`src/rtl/fetch_sequencer_pkg.sv`:
```
// Shared definitions for the 9-bit-instruction fetch path: sequencer states,
// default widths and the opcodes the decoder uses to raise branch/halt.
package fetch_sequencer_pkg;

  localparam int DEF_PC_W  = 10;
  localparam int DEF_CNT_W = 16;
  localparam int INSTR_W   = 9;

  // Opcode field is the top three bits of an instruction word.
  localparam int OPC_W = 3;
  localparam logic [OPC_W-1:0] OP_BRANCH = 3'b101;
  localparam logic [OPC_W-1:0] OP_JUMP   = 3'b110;
  localparam logic [OPC_W-1:0] OP_HALT   = 3'b111;

  // Flush/drain down-counter width; holds loads up to 7.
  localparam int SEQ_CTR_W = 3;

  typedef enum logic [2:0] {
    IDLE  = 3'd0,
    RUN   = 3'd1,
    FLUSH = 3'd2,
    DRAIN = 3'd3,
    DONE  = 3'd4
  } seq_state_t;

endpackage

```
`src/rtl/fetch_sequencer_if.sv`:
```
// Control/status bundle between the execute-stage control (master) and the
// fetch sequencer (slave).
//
// Handshake: there is no backpressure on this bundle. start_req is a
// one-cycle pulse honoured only while the sequencer is idle or done and
// dropped otherwise; branch_taken/branch_target and halt_in are qualified
// per cycle by their own level; all status outputs are registered levels.
interface fetch_sequencer_if #(
  parameter int PC_W  = 10,
  parameter int CNT_W = 16
);
  logic             start_req;
  logic             stall;
  logic             branch_taken;
  logic [PC_W-1:0]  branch_target;
  logic             halt_in;
  logic [PC_W-1:0]  pc;
  logic             fetch_valid;
  logic             flush;
  logic             busy;
  logic             done;
  logic [CNT_W-1:0] cycle_count;

  modport master (
    output start_req, stall, branch_taken, branch_target, halt_in,
    input  pc, fetch_valid, flush, busy, done, cycle_count
  );

  modport slave (
    input  start_req, stall, branch_taken, branch_target, halt_in,
    output pc, fetch_valid, flush, busy, done, cycle_count
  );
endinterface

```
`src/rtl/fetch_sequencer_sat_counter.sv`:
```
// Saturating up-counter with synchronous clear; clear wins over enable.
module sat_counter #(
  parameter int W = 16
) (
  input  logic         clk,
  input  logic         reset,
  input  logic         en,
  input  logic         clr,
  output logic [W-1:0] count
);

  // Count enabled cycles, sticking at all-ones.
  always_ff @(posedge clk or posedge reset) begin
    if (reset) begin
      count <= '0;
    end else if (clr) begin
      count <= '0;
    end else if (en && (count != {W{1'b1}})) begin
      count <= count + W'(1);
    end
  end

endmodule

```
`src/rtl/fetch_sequencer.sv`:
```
// Fetch sequencer: owns the PC, starts on request, redirects on taken
// branches with a fixed bubble count, drains after halt, and counts busy cycles.
module fetch_sequencer
  import fetch_sequencer_pkg::*;
#(
  parameter int PC_W      = DEF_PC_W,
  parameter int FLUSH_CYC = 2,
  parameter int DRAIN_CYC = 3,
  parameter int CNT_W     = DEF_CNT_W
) (
  input  logic                clk,
  input  logic                reset,
  fetch_sequencer_if.slave    bus,
  output seq_state_t          state_dbg
);

  localparam logic [SEQ_CTR_W-1:0] FLUSH_LD = SEQ_CTR_W'(FLUSH_CYC - 1);
  localparam logic [SEQ_CTR_W-1:0] DRAIN_LD = SEQ_CTR_W'(DRAIN_CYC - 1);

  seq_state_t            state_q, state_d;
  logic [PC_W-1:0]       pc_q, pc_d;
  logic                  fv_q, fv_d;
  logic                  flush_q, flush_d;
  logic [SEQ_CTR_W-1:0]  ctr_q, ctr_d;
  logic                  start_clr;
  logic                  busy;
  logic                  done_lvl;
  logic [CNT_W-1:0]      count;

  // State, PC, fetch/flush flags and bubble/drain counter registers.
  always_ff @(posedge clk or posedge reset) begin
    if (reset) begin
      state_q <= IDLE;
      pc_q    <= '0;
      fv_q    <= 1'b0;
      flush_q <= 1'b0;
      ctr_q   <= '0;
    end else begin
      state_q <= state_d;
      pc_q    <= pc_d;
      fv_q    <= fv_d;
      flush_q <= flush_d;
      ctr_q   <= ctr_d;
    end
  end

  // Next-state logic; halt beats branch beats stall beats advance.
  always_comb begin
    state_d   = state_q;
    pc_d      = pc_q;
    fv_d      = fv_q;
    flush_d   = 1'b0;
    ctr_d     = ctr_q;
    start_clr = 1'b0;
    case (state_q)
      IDLE, DONE: begin
        fv_d = 1'b0;
        if (bus.start_req) begin
          state_d   = RUN;
          pc_d      = '0;
          fv_d      = 1'b1;
          ctr_d     = '0;
          start_clr = 1'b1;
        end
      end
      RUN: begin
        if (bus.halt_in) begin
          state_d = DRAIN;
          flush_d = 1'b1;
          fv_d    = 1'b0;
          ctr_d   = DRAIN_LD;
        end else if (bus.branch_taken) begin
          state_d = FLUSH;
          pc_d    = bus.branch_target;
          flush_d = 1'b1;
          fv_d    = 1'b0;
          ctr_d   = FLUSH_LD;
        end else if (!bus.stall) begin
          pc_d = pc_q + PC_W'(1);
          fv_d = 1'b1;
        end
      end
      FLUSH: begin
        if (bus.halt_in) begin
          state_d = DRAIN;
          flush_d = 1'b1;
          fv_d    = 1'b0;
          ctr_d   = DRAIN_LD;
        end else if (bus.branch_taken) begin
          pc_d    = bus.branch_target;
          flush_d = 1'b1;
          fv_d    = 1'b0;
          ctr_d   = FLUSH_LD;
        end else if (ctr_q == '0) begin
          // Last bubble done: the held target is fetched next cycle.
          state_d = RUN;
          fv_d    = 1'b1;
        end else begin
          ctr_d   = ctr_q - SEQ_CTR_W'(1);
          flush_d = 1'b1;
          fv_d    = 1'b0;
        end
      end
      DRAIN: begin
        fv_d = 1'b0;
        if (ctr_q == '0) begin
          state_d = DONE;
        end else begin
          ctr_d = ctr_q - SEQ_CTR_W'(1);
        end
      end
      default: begin
        state_d = IDLE;
        fv_d    = 1'b0;
      end
    endcase
  end

  // Status decode from the state register only (no input-to-output path).
  always_comb begin
    busy     = (state_q == RUN) || (state_q == FLUSH) || (state_q == DRAIN);
    done_lvl = (state_q == DONE);
  end

  sat_counter #(.W(CNT_W)) u_cycle_ctr (
    .clk   (clk),
    .reset (reset),
    .en    (busy),
    .clr   (start_clr),
    .count (count)
  );

  assign bus.pc          = pc_q;
  assign bus.fetch_valid = fv_q;
  assign bus.flush       = flush_q;
  assign bus.busy        = busy;
  assign bus.done        = done_lvl;
  assign bus.cycle_count = count;
  assign state_dbg       = state_q;

endmodule

```
`src/flat_wrapper.sv`:
```
// flat-port wrapper written by rule: the top's interface ports become plain ports
module fetch_sequencer_flat import fetch_sequencer_pkg::*;
#(
  parameter int PC_W      = DEF_PC_W,
  parameter int FLUSH_CYC = 2,
  parameter int DRAIN_CYC = 3,
  parameter int CNT_W     = DEF_CNT_W
)
  (clk, reset, state_dbg, bus_start_req, bus_stall, bus_branch_taken, bus_branch_target, bus_halt_in, bus_pc, bus_fetch_valid, bus_flush, bus_busy, bus_done, bus_cycle_count);
  fetch_sequencer_if #(.PC_W(PC_W), .CNT_W(CNT_W)) bus_i ();
  input  logic clk;
  input  logic reset;
  output seq_state_t state_dbg;
  input wire logic [$bits(bus_i.start_req)-1:0] bus_start_req;
  input wire logic [$bits(bus_i.stall)-1:0] bus_stall;
  input wire logic [$bits(bus_i.branch_taken)-1:0] bus_branch_taken;
  input wire logic [$bits(bus_i.branch_target)-1:0] bus_branch_target;
  input wire logic [$bits(bus_i.halt_in)-1:0] bus_halt_in;
  output wire logic [$bits(bus_i.pc)-1:0] bus_pc;
  output wire logic [$bits(bus_i.fetch_valid)-1:0] bus_fetch_valid;
  output wire logic [$bits(bus_i.flush)-1:0] bus_flush;
  output wire logic [$bits(bus_i.busy)-1:0] bus_busy;
  output wire logic [$bits(bus_i.done)-1:0] bus_done;
  output wire logic [$bits(bus_i.cycle_count)-1:0] bus_cycle_count;
  assign bus_i.start_req = bus_start_req;
  assign bus_i.stall = bus_stall;
  assign bus_i.branch_taken = bus_branch_taken;
  assign bus_i.branch_target = bus_branch_target;
  assign bus_i.halt_in = bus_halt_in;
  assign bus_pc = bus_i.pc;
  assign bus_fetch_valid = bus_i.fetch_valid;
  assign bus_flush = bus_i.flush;
  assign bus_busy = bus_i.busy;
  assign bus_done = bus_i.done;
  assign bus_cycle_count = bus_i.cycle_count;
  fetch_sequencer #(.PC_W(PC_W), .FLUSH_CYC(FLUSH_CYC), .DRAIN_CYC(DRAIN_CYC), .CNT_W(CNT_W)) u_core (.clk(clk), .reset(reset), .bus(bus_i), .state_dbg(state_dbg));
endmodule
```
`config.mk`:
```
export PLATFORM = sky130hd
export DESIGN_NAME = fetch_sequencer_flat
export DESIGN_NICKNAME = d
export VERILOG_FILES = /design/src/rtl/fetch_sequencer_pkg.sv /design/src/rtl/fetch_sequencer_if.sv /design/src/rtl/fetch_sequencer_sat_counter.sv /design/src/rtl/fetch_sequencer.sv /design/src/flat_wrapper.sv
export SDC_FILE = /design/constraint.sdc
export NUM_CORES = 1
export LEC_CHECK = 0
export CAP_MARGIN = 5
export CORE_MARGIN = 1.5
export CORE_UTILIZATION = 46
export DETAILED_ROUTE_END_ITERATION = 8
export HOLD_SLACK_MARGIN = 0.15
export PLACE_DENSITY = 0.77
export SYNTH_ARGS = -nofsm -noshare
export SYNTH_HDL_FRONTEND = slang
export SYNTH_HIERARCHICAL = 1
export SYNTH_SLANG_ARGS = --single-unit
```
`constraint.sdc`:
```
create_clock -name clk -period 2.5 [get_ports clk]
set_clock_uncertainty 0.15 [all_clocks]
set_input_delay 0.75 -clock clk [delete_from_list [all_inputs] [get_ports clk]]
set_output_delay 0.75 -clock clk [all_outputs]
set_load 0.005 [all_outputs]
```
==> results.toml <==
[route]
ant_nets = 0
wl_um = 5870
route.detailed.drc = 0
drt_iter0_drc = 95
via_per_inst = 6.00
drt-wirelength-per-cell_um = 15.7
drt-pass1-iter-count = 4
via_count = 2244

[power_and_ir_drop]
comb_power_share = 0.553
p_int_w = 0.00193
p_sw_frac = 0.401
p_leak_nw = 1.19
irDropWorstVdd_v = 0.000622
p_per_area_mw_per_mm2 = 1080
clockPowerShare = 0.150
power_frac_seq = 0.297
switchingPower_w = 0.00129
p_total_w = 0.00322

[flow_run]
maxCapViolations = 0

[die]
rows = 25
die_w_um = 72.7
start_util = 0.477
die-area_mm2 = 0.00529
pin_count = 49
coreArea_mm2 = 0.00469
die_y_um = 72.7

[sta]
finalMaxSlewViolations = 0
min_period_ps = 2390
whs_ps = 329
tightest_slew_ps = 647
finalSetupViolCount = 0
hold_violations = 0
grt_setup_unrepaired = "false"
layout_setup_ws_ps = 113
setup-tns-final_ps = 0
fmax_ghz = 0.419
slew_headroom = 0.568
finalCritPeriodShare = 0.955

[grt]
grt_start_max_net_pins = 19
grt_overflow = 0
grt_pass1_vias = 2115
grt_pass1_wl_um = 9860
antenna_found_initial = 0
globalRouteTotalUtil = 0.237

[setup_path]
r2r_end = "u_core/bus.pc[4]"
cp.required_ps = 1600
crit_arrival_ps = 1490
end_kind = "output pin"
timing.rr.start = "u_core/state_dbg[1]"
startpoint_type = "flip-flop"
critPathMaxFanout = 3
rrSetupSlack_ps = 400
worstRegToRegCells = 6
path_class = "reg -> out"

[clock_network]
cts_tree = "done"
postCtsHoldBufs = 0
htreeDepth = 2
post_cts_resized = 0
clk_latency_ps = 280
cts-root-buf = "clkbuf_8"
post_cts_buffers = 0
cts_max_path_buffers = 2
path_clk_slew_ps = 70
cts_buffers = 5
cts.sinks = 34

[yosys]
synth_compound_area_frac = 0.222
synth_cells = 255
synth_nets = 275
synth_area_per_cell_um2 = 8.77
synthArstFlopShare = 1.00
synth-simple-area-share = 0.286
ys_ff_latch = 34
synth_xor_area_frac = 0.00783
synthesis.area_mm2 = 0.00224
synth_warnings = 6
muxShareOfSynthArea = 0.0336
synth_top_family_by_area = "simple AND/OR/NAND/NOR gates"
synthDistinctLibCells = 58
synth_flop_cell = "dfrtp_1"
synth-edff-count = 0
yosysSeqAreaShare = 0.380
yosys.area_share.adder = 0.0224

[finish]
antenna_cells = 0
nets = 339
multiInputGateArea_mm2 = 0.00128
syn2layout_area_growth_pct = 33.8
fillers = 404
layout_common_cells = "clkdlybuf4s50_1 (48), dfrtp_1 (34), a21oi_1 (24)"
register_area_um2 = 851
drive_above_1_share = 0.128
layout_commonest_cell = "clkdlybuf4s50_1"
utilization = 0.638

[min_path]
whs_endpoint = "u_core/ctr_q[1]"
holdPathStages = 2
worstHoldPathType = "reg -> reg"
hold_start = "u_core/ctr_q[1]"

[placed_design]
hpwl_um = 4160
pre_cts_ws_ps = -105
portBuffers = 48
gp_congestion = 0.864

[status]
status = "complete, no violations"
per-stage QoR:
step                cells  instance area, um2
floorplan             255                2240
global placement      366                2880
detailed placement    366                2880
CTS                   374                2990
global route          374                2990
finish                374                2990
synth_stat cells, drive strengths merged, types with 9 or more instances:
cell type,number,area (um2)
o21ai,11,55.1
nand2b,10,62.6
a21oi,24,120
inv,9,33.8
nand3,10,50.1
nand2,17,63.8
nor3,12,65.1
nor2,15,56.3
dfrtp,34,851
area by class of cell:
class,instances,area share
Multi-Input combinational cell,198,0.427
Inverter,9,0.0113
Sequential cell,34,0.284
Tap cell,54,0.0226
Clock buffer,8,0.0368
Timing Repair Buffer,71,0.218
power groups by stage:
stage                     clock [W]  sequential, W  combinational [W]
after floorplan                   0       0.000951            0.00103
after global placement            0       0.000956            0.00172
after detailed placement          0       0.000964            0.00176
after CTS                  0.000492       0.000956            0.00178
after global routing       0.000514       0.000996            0.00194
final                      0.000482       0.000958            0.00178
critical path, stage by stage, from the launching register on:
cell and delay (ps):
dfrtp_1 360, nor2_1 60, nor2_1 220, clkdlybuf4s50_1 560
sequential cells by signal, indices dropped and copies added, names as in the netlist:
name / cells
u_core/bus.flush: 1
u_core/ctr_q: 3
u_core/bus.fetch_valid: 1
u_core/u_cycle_ctr/count: 16
u_core/state_dbg: 3
u_core/bus.pc: 10
worst max path at each step:
stage / startpoint / endpoint / slack, ps / depth (start not counted)
floorplan: u_core/state_dbg[1] / u_core/u_cycle_ctr/count[13] / 80 / 8
global placement: bus_branch_taken / u_core/bus.pc[8] / -70 / 7
detailed placement: bus_branch_taken / u_core/bus.pc[6] / -100 / 7
CTS: u_core/state_dbg[0] / bus_busy / 100 / 3
global route: bus_branch_taken / u_core/bus.pc[4] / 20 / 6
finish: u_core/state_dbg[1] / bus_busy / 110 / 3
per-layer routing:
metal  GRT usage  wire length, um
met5           0                0
met4      0.0901               81
met3      0.0428              236
met2       0.402             2980
met1       0.299             2570
cell families after synthesis:
family | count (synthesis)
xor gates and xnor gates | 2
DFF | 34
and+or+nand+nor | 111
adders and majority gates | 4
muxes | 7
buffers and inverters | 23
AOI/OAI and AO/OA | 74
Power figures use the tool's default switching activity.
